`src/rtl/onebyfour_tdm_demultiplexer_pkg.sv`:
```
// Shared definitions for the 1:4 TDM demultiplexer: FSM encoding and slot numbering.
package onebyfour_tdm_demultiplexer_pkg;

    typedef enum logic {
        HUNT   = 1'b0,
        LOCKED = 1'b1
    } state_t;

    localparam logic [1:0] SLOT_A = 2'd0;
    localparam logic [1:0] SLOT_B = 2'd1;
    localparam logic [1:0] SLOT_C = 2'd2;
    localparam logic [1:0] SLOT_D = 2'd3;

endpackage

```
`src/rtl/onebyfour_demux_decoder.sv`:
```
// 2-to-4 one-hot decoder with enable; all zeros when disabled.
module onebyfour_demux_decoder (
    input  logic [1:0] sel,
    input  logic       en,
    output logic [3:0] onehot
);

    always_comb begin
        onehot = 4'b0000;
        if (en) begin
            onehot[sel] = 1'b1;
        end
    end

endmodule

```
`src/rtl/onebyfour_tdm_demultiplexer.sv`:
```
// Splits a TDM word stream into four registered channels, aligned by start-of-frame,
// with update strobes, frame completion and resync error pulses.
module onebyfour_tdm_demultiplexer
    import onebyfour_tdm_demultiplexer_pkg::*;
#(
    parameter int unsigned WIDTH = 8
) (
    input  logic             clk,
    input  logic             rst,
    input  logic [WIDTH-1:0] din,
    input  logic             din_valid,
    input  logic             sof,
    output logic [WIDTH-1:0] A,
    output logic [WIDTH-1:0] B,
    output logic [WIDTH-1:0] C,
    output logic [WIDTH-1:0] D,
    output logic [3:0]       vld,
    output logic [1:0]       slot,
    output logic             locked,
    output logic             frame_done,
    output logic             sync_err
);

    state_t     state;
    logic       write_en;
    logic       resync;
    logic [1:0] wr_slot;
    logic [3:0] wr_onehot;

    // sof always forces slot A; without lock only sof-marked words are taken.
    always_comb begin
        write_en = din_valid && (sof || (state == LOCKED));
        wr_slot  = sof ? SLOT_A : slot;
        resync   = din_valid && sof && (state == LOCKED) && (slot != SLOT_A);
    end

    onebyfour_demux_decoder u_decoder (
        .sel    (wr_slot),
        .en     (write_en),
        .onehot (wr_onehot)
    );

    always_ff @(posedge clk) begin
        if (rst) begin
            state      <= HUNT;
            slot       <= SLOT_A;
            A          <= '0;
            B          <= '0;
            C          <= '0;
            D          <= '0;
            vld        <= 4'b0000;
            frame_done <= 1'b0;
            sync_err   <= 1'b0;
        end else begin
            vld        <= wr_onehot;
            frame_done <= write_en && (wr_slot == SLOT_D);
            sync_err   <= resync;
            if (write_en) begin
                state <= LOCKED;
                slot  <= wr_slot + 2'd1;
            end
            if (wr_onehot[0]) A <= din;
            if (wr_onehot[1]) B <= din;
            if (wr_onehot[2]) C <= din;
            if (wr_onehot[3]) D <= din;
        end
    end

    assign locked = (state == LOCKED);

endmodule

```
`config.mk`:
```
export PLATFORM = sky130hd
export DESIGN_NAME = onebyfour_tdm_demultiplexer
export DESIGN_NICKNAME = d
export VERILOG_FILES = /design/src/rtl/onebyfour_tdm_demultiplexer_pkg.sv /design/src/rtl/onebyfour_demux_decoder.sv /design/src/rtl/onebyfour_tdm_demultiplexer.sv
export SDC_FILE = /design/constraint.sdc
export NUM_CORES = 1
export LEC_CHECK = 0
export BUFFER_PORTS_ARGS = -buffer_cell sky130_fd_sc_hd__buf_2
export CAP_MARGIN = 20
export CORE_MARGIN = 4
export CORE_UTILIZATION = 52
export CTS_CLUSTER_SIZE = 25
export DETAILED_ROUTE_END_ITERATION = 8
export PLACE_DENSITY = 0.83
export SLEW_MARGIN = 30
export SYNTH_ARGS = -nofsm -noshare
export SYNTH_HDL_FRONTEND = slang
export SYNTH_SLANG_ARGS = --single-unit
```
`constraint.sdc`:
```
create_clock -name clk -period 1.7 [get_ports clk]
set_input_delay 0.085 -clock clk [delete_from_list [all_inputs] [get_ports clk]]
set_output_delay 0.085 -clock clk [all_outputs]
set_load 0.02 [all_outputs]
```
==> impl_metrics.env, run 1 <==
export IMPL_io_pins=53
export IMPL_fin_util_pct=63.3
export IMPL_start_util_pct=54.3
export IMPL_ys_warn_count=0
export IMPL_ys_types=22
export IMPL_cts_tree="done"
export IMPL_arrival_ns=1.73
export IMPL_synth_avg_cell_area_um2=11.0
export IMPL_layout_setup_ws_ns=0.228
export IMPL_n_antenna_cell=0
export IMPL_die_h_um=64.4
export IMPL_synth_nets=163
export IMPL_met1_usage_pct=20.1
export IMPL_cts_resized=0
export IMPL_layoutNonFillerInstCount=241
export IMPL_placementRows=20
export IMPL_min_period_ns=1.47
export IMPL_cap_violations=0
export IMPL_cts_made_buffers=5
export IMPL_grt_busiest_layer="met2"
export IMPL_final_nets=209
export IMPL_clkTransAtPathRegs_ns=0.11
export IMPL_end_kind="register"
export IMPL_final_cell_mix="buf_2, dfxtp_1, nand2b_1"
export IMPL_drt_iter0_markers=42
export IMPL_fill_cells=275
export IMPL_use_met2_pct=29.1
export IMPL_dpl_cell_count=234
export IMPL_drc=0
export IMPL_setup_viol=0
export IMPL_fin_skew_ns=0.0114
export IMPL_synth_cell_area_um2=1660
export IMPL_grt_pass1_vias=1211
export IMPL_worst_path_buf_inv=0
export IMPL_place_ws_ns=0.266
export IMPL_drtAntennaViolNets=0
export IMPL_grt_max_degree=49
export IMPL_vias_per_cell=4.90
export IMPL_status="completed"
export IMPL_antenna_found_initial=0
export IMPL_syn_inst=151
export IMPL_synthFlopType="dfxtp_1"
export IMPL_async_reset_ff_share_pct=0
export IMPL_clock_path_buffers=2
export IMPL_max_stage_delay_ns=0.62
export IMPL_cts_setup_buffers=0
export IMPL_final_hold_viol_count=0
export IMPL_grt_pass1_wl_um=5540
export IMPL_track_usage_pct=17.2
export IMPL_first_pass_iters=4
export IMPL_coreArea_um2=3050
export IMPL_area_growth_pct=16.7
export IMPL_critPathTopFamily="simple AND/OR/NAND/NOR gates"
export IMPL_dieArea_um2=4150
export IMPL_hold_path_class="input pin to register"
export IMPL_num_vias=1181
export IMPL_finalPower_mw=1.56
export IMPL_clk_latency_ns=0.34
export IMPL_wl_per_cell_um=13.9
export IMPL_fmax_ghz=0.680
export IMPL_io_buffers=52
export IMPL_slew_viol_final=0
export IMPL_synth_edff_count=0
export IMPL_ys_ff_latch=40
export IMPL_path_class="register to register"
export IMPL_worst_pin_slew_ns=0.593
export IMPL_place_gp_congestion=0.762
export IMPL_postCtsHoldBufs=0
export IMPL_wirelength_um=3350
export IMPL_cp_required_ns=1.96
export IMPL_start_kind="register"
export IMPL_path_cells="nand4b_1 > mux2i_1"
export IMPL_timing_final_crit_share_pct=86.6
export IMPL_final_layout_size_suffix_gt1_share_pct=32.5
export IMPL_ir_drop_uv=595
export IMPL_ys_seq_area_share_pct=48.3
export IMPL_die_w_um=64.4
export IMPL_htree_levels=2
export IMPL_cp_max_fo=11
export IMPL_grtUsageMet3_pct=4.85
export IMPL_fin_tns_setup_ns=0
export IMPL_worst_slew_margin_rel_pct=60.3
export IMPL_p_per_area_nw_per_um2=807
export IMPL_final_common_cell="buf_2"
export IMPL_cts_root_buffer="clkbuf_4"
export IMPL_rsz0062_at_grt="no"
export IMPL_cts_sinks=40
export IMPL_cp_slowest_cell="nand4b_1"
export IMPL_grt_overflow_total=0
export IMPL_place_hpwl_um=2430
export IMPL_p_leak_nw=1.02
## stage by stage
step	hold WS [ns]	area, um^2
after detailed placement	0.428	1890
after global placement	0.419	1890
final	0.0713	1930
after floorplan	0.306	1660
after global routing	0.0706	1930
after CTS	0.0611	1930
## final timing paths
| kind | from | to | slack (ns) | depth (start not counted) |
|---|---|---|---|---|
| worst max register to register | slot[0] | C[5] | 0.23 | 2 |
| worst min-delay path | din_valid | sync_err | 0.07 | 3 |
| worst max-delay path | slot[0] | C[5] | 0.23 | 2 |
| worst min register to register | B[5] | B[5] | 0.48 | 2 |
## cell families after synthesis
| family | Yosys count | share of synthesized area, % |
|---|---|---|
| compound gates | 8 | 3.62 |
| flops | 40 | 48.3 |
| buf+inv | 15 | 5.81 |
| simple gates | 56 | 22.9 |
| mux | 32 | 19.3 |
## worst register-to-register path: stages, from the launching register on
cell	delay (ns)
dfxtp_1	0.45
nand4b_1	0.62
mux2i_1	0.32
## flip-flops by register name, indices dropped and copies added, names as in the netlist
| name | cells |
|---|---|
| A | 8 |
| B | 8 |
| C | 8 |
| D | 8 |
| locked | 1 |
| slot | 2 |
| sync_err | 1 |
| vld | 4 |
## Yosys cell counts (2+ instances only)
master | instances | area share, %
dfxtp_1 | 40 | 48
nand4b_1 | 2 | 1.1
a21oi_1 | 3 | 0.91
o21a_1 | 2 | 0.91
buf_4 | 4 | 1.8
nor2_1 | 8 | 1.8
clkbuf_1 | 5 | 1.1
mux2i_1 | 32 | 19
nand2b_1 | 40 | 15
buf_6 | 3 | 2.0
## per-layer routing
metal  share of wire, %  wire [um]  vias up
li1                   -          -      595
met1                 44       1460      543
met2                 49       1640       38
met3                6.0        201        5
met4                1.4         46        0
met5                  0          0        -
## layout make-up
class	instances	area (um^2)	area share, %
clock buffer	6	41.3	2.14
clock inverter	1	5.00	0.259
inverter	1	3.75	0.194
multi-input combinational	96	759	39.3
sequential	40	801	41.4
tap	44	55.1	2.85
timing repair buffer	53	268	13.9
## where the power goes
| group | switching (mW) | internal, mW | leakage, nW |
|---|---|---|---|
| clock network | 0.286 | 0.152 | 0.0281 |
| registers | 0.0148 | 0.955 | 0.324 |
| logic | 0.0884 | 0.0632 | 0.663 |
| total | 0.389 | 1.17 | 1.02 |
No activity file was read; power rests on OpenSTA's default activity.
==> run 2: changes to the inputs <==
PLACE_DENSITY = 0.85   (was 0.83)
SYNTH_HIERARCHICAL = 1   (was default)
==> impl_metrics.env, run 2 <==
export IMPL_clkTransAtPathRegs_ns=0.13
export IMPL_r2r_slack_ns=0.27
export IMPL_p_per_area_nw_per_um2=889
export IMPL_cts_root_buffer="clkbuf_4"
export IMPL_worst_pin_slew_ns=0.513
export IMPL_area_growth_pct=25.2
export IMPL_synth_nets=150
export IMPL_intPower_mw=1.25
export IMPL_grt_max_degree=32
export IMPL_cts_resized=0
export IMPL_coreArea_um2=2760
export IMPL_fin_skew_ns=0.0203
export IMPL_reg2reg_depth=5
export IMPL_cts_tree="done"
export IMPL_holdCritStartpoint="din[2]"
export IMPL_antenna_found_initial=0
export IMPL_synth_most_common_cell="dfxtp_1"
export IMPL_worst_slew_margin_rel_pct=65.8
export IMPL_fin_tns_setup_ns=0
export IMPL_layout_setup_ws_ns=0.270
export IMPL_final_layout_size_suffix_gt1_share_pct=35.9
export IMPL_p_sw_uw=421
export IMPL_start_util_pct=54.4
export IMPL_ys_ff_latch=41
export IMPL_wirelength_um=3250
export IMPL_placementRows=19
export IMPL_drtAntennaViolNets=0
export IMPL_cp_required_ns=1.93
export IMPL_io_buffers=52
export IMPL_fmax_ghz=0.699
export IMPL_timing_final_crit_share_pct=84.1
export IMPL_track_usage_pct=18.5
export IMPL_arrival_ns=1.66
export IMPL_p_clk_share_pct=30.9
export IMPL_num_vias=1130
export IMPL_synth_commonest_cells="dfxtp_1, nor2_1, mux2i_1, buf_4, nor2b_1"
export IMPL_place_ws_ns=0.287
export IMPL_io_pins=53
export IMPL_n_antenna_cell=0
export IMPL_worstReg2RegStart="slot[0]"
export IMPL_status="completed"
export IMPL_synth_edff_count=0
export IMPL_rsz0062_at_grt="no"
export IMPL_cp_max_fo=6
export IMPL_cts_sinks=41
export IMPL_ys_seq_area_share_pct=54.7
export IMPL_synthFlopType="dfxtp_1"
export IMPL_clock_path_buffers=2
export IMPL_rr_endpoint="C[5]"
export IMPL_ys_types=19
export IMPL_pwr_share_seq_pct=59.6
export IMPL_drt_iter0_markers=19
export IMPL_htree_levels=2
export IMPL_cts_setup_buffers=0
export IMPL_die_h_um=61.7
export IMPL_clk_latency_ns=0.35
export IMPL_grt_overflow_total=0
export IMPL_cap_violations=0
export IMPL_yosysTopAreaCellShare_pct=54.7
export IMPL_dieArea_um2=3810
export IMPL_min_period_ns=1.43
export IMPL_synth_top_cell_by_area="dfxtp_1"
export IMPL_ys_warn_count=6
export IMPL_hold_depth=3
export IMPL_grt_pass1_wl_um=4940
export IMPL_final_cell_mix="buf_2, dfxtp_1, nor2_1"
export IMPL_setup_viol=0
export IMPL_end_kind="register"
export IMPL_start_kind="register"
export IMPL_combPwrFrac_pct=9.5
export IMPL_grt_pass1_vias=1049
export IMPL_drc=0
export IMPL_final_nets=210
export IMPL_slew_viol_final=0
export IMPL_wl_per_cell_um=14.2
export IMPL_first_pass_iters=4
export IMPL_p_leak_nw=0.895
export IMPL_ir_drop_uv=867
export IMPL_postCtsHoldBufs=1
export IMPL_place_gp_congestion=0.714
export IMPL_syn_inst=137
export IMPL_yosys_top_cells_area="dfxtp_1, mux2i_1, nor2_1"
export IMPL_worstHoldEndpoint="D[2]"
export IMPL_switching_share_pct=25.2
export IMPL_synth_avg_cell_area_um2=11.0
export IMPL_cts_made_buffers=5
export IMPL_place_hpwl_um=2420
export IMPL_async_reset_ff_share_pct=0
export IMPL_hold_path_class="input pin to register"
export IMPL_path_class="register to register"
export IMPL_final_hold_viol_count=0
export IMPL_synth_cell_area_um2=1500
export IMPL_vias_per_cell=4.93
export IMPL_final_common_cell="buf_2"
export IMPL_die_w_um=61.7
run 2: cell count changes after synthesis, moves of 4 or more:
cell      previous run  this run
clkbuf_1             5         0
nor2b_1              0         4
nor2_1               8        35
nand2b_1            40         2
run 2: kinds of logic after synthesis:
group / after synthesis / synth area share [%]
compound gates: 4 / 2.34
fa+ha+maj: 1 / 0.834
buf+inv: 9 / 4.17
flops: 41 / 54.7
mux: 33 / 22.0
simple gates: 49 / 15.9
run 2: metal layers:
metal,GRT usage [%],up-vias,wire [um]
li1,-,578,-
met1,21.3,508,1340
met2,29.4,35,1620
met3,6.82,9,202
met4,10.6,0,94
met5,0,-,0
run 2: critical path, stage by stage, from the launching register on:
cell and delay, ns:
dfxtp_1 0.37, and2b_1 0.22, and3b_1 0.26, buf_4 0.18
mux2i_1 0.22, nor2_1 0.05
run 2: stage by stage:
step,cell area (um^2),cells,hold WS [ns],util [%],power (mW)
after detailed placement,1790,219,0.376,65.0,1.17
after global routing,1880,229,0.00454,68.1,1.74
final,1880,229,0.0146,68.1,1.67
after floorplan,1500,137,0.226,-,1.11
after CTS,1870,228,0.00300,67.7,1.68
after global placement,1790,219,0.370,65.0,1.16
run 2: worst max path at each step:
stage | start | endpoint | slack (ns)
3_3_place_gp | locked | C[3] | 0.37
6_report | slot[0] | C[5] | 0.27
4_1_cts | slot[0] | C[5] | 0.27
2_1_floorplan | locked | A[0] | 0.31
3_5_place_dp | slot[0] | D[2] | 0.29
5_1_grt | slot[0] | B[2] | 0.14
run 2: final cells by class:
class | count | area, um^2
fill | 217 | 880
sequential | 41 | 821
multi-input combinational | 87 | 617
timing repair buffer | 61 | 333
clock buffer | 6 | 51.3
tap | 31 | 38.8
clock inverter | 2 | 13.8
inverter | 1 | 3.75
run 2: power groups by stage:
stage	Clock [mW]	Sequential, mW	Combinational [mW]
after floorplan	0	1.04	0.0702
after global placement	0	1.01	0.151
after detailed placement	0	1.02	0.156
after CTS	0.530	0.995	0.159
after global routing	0.572	0.998	0.172
final	0.515	0.995	0.159
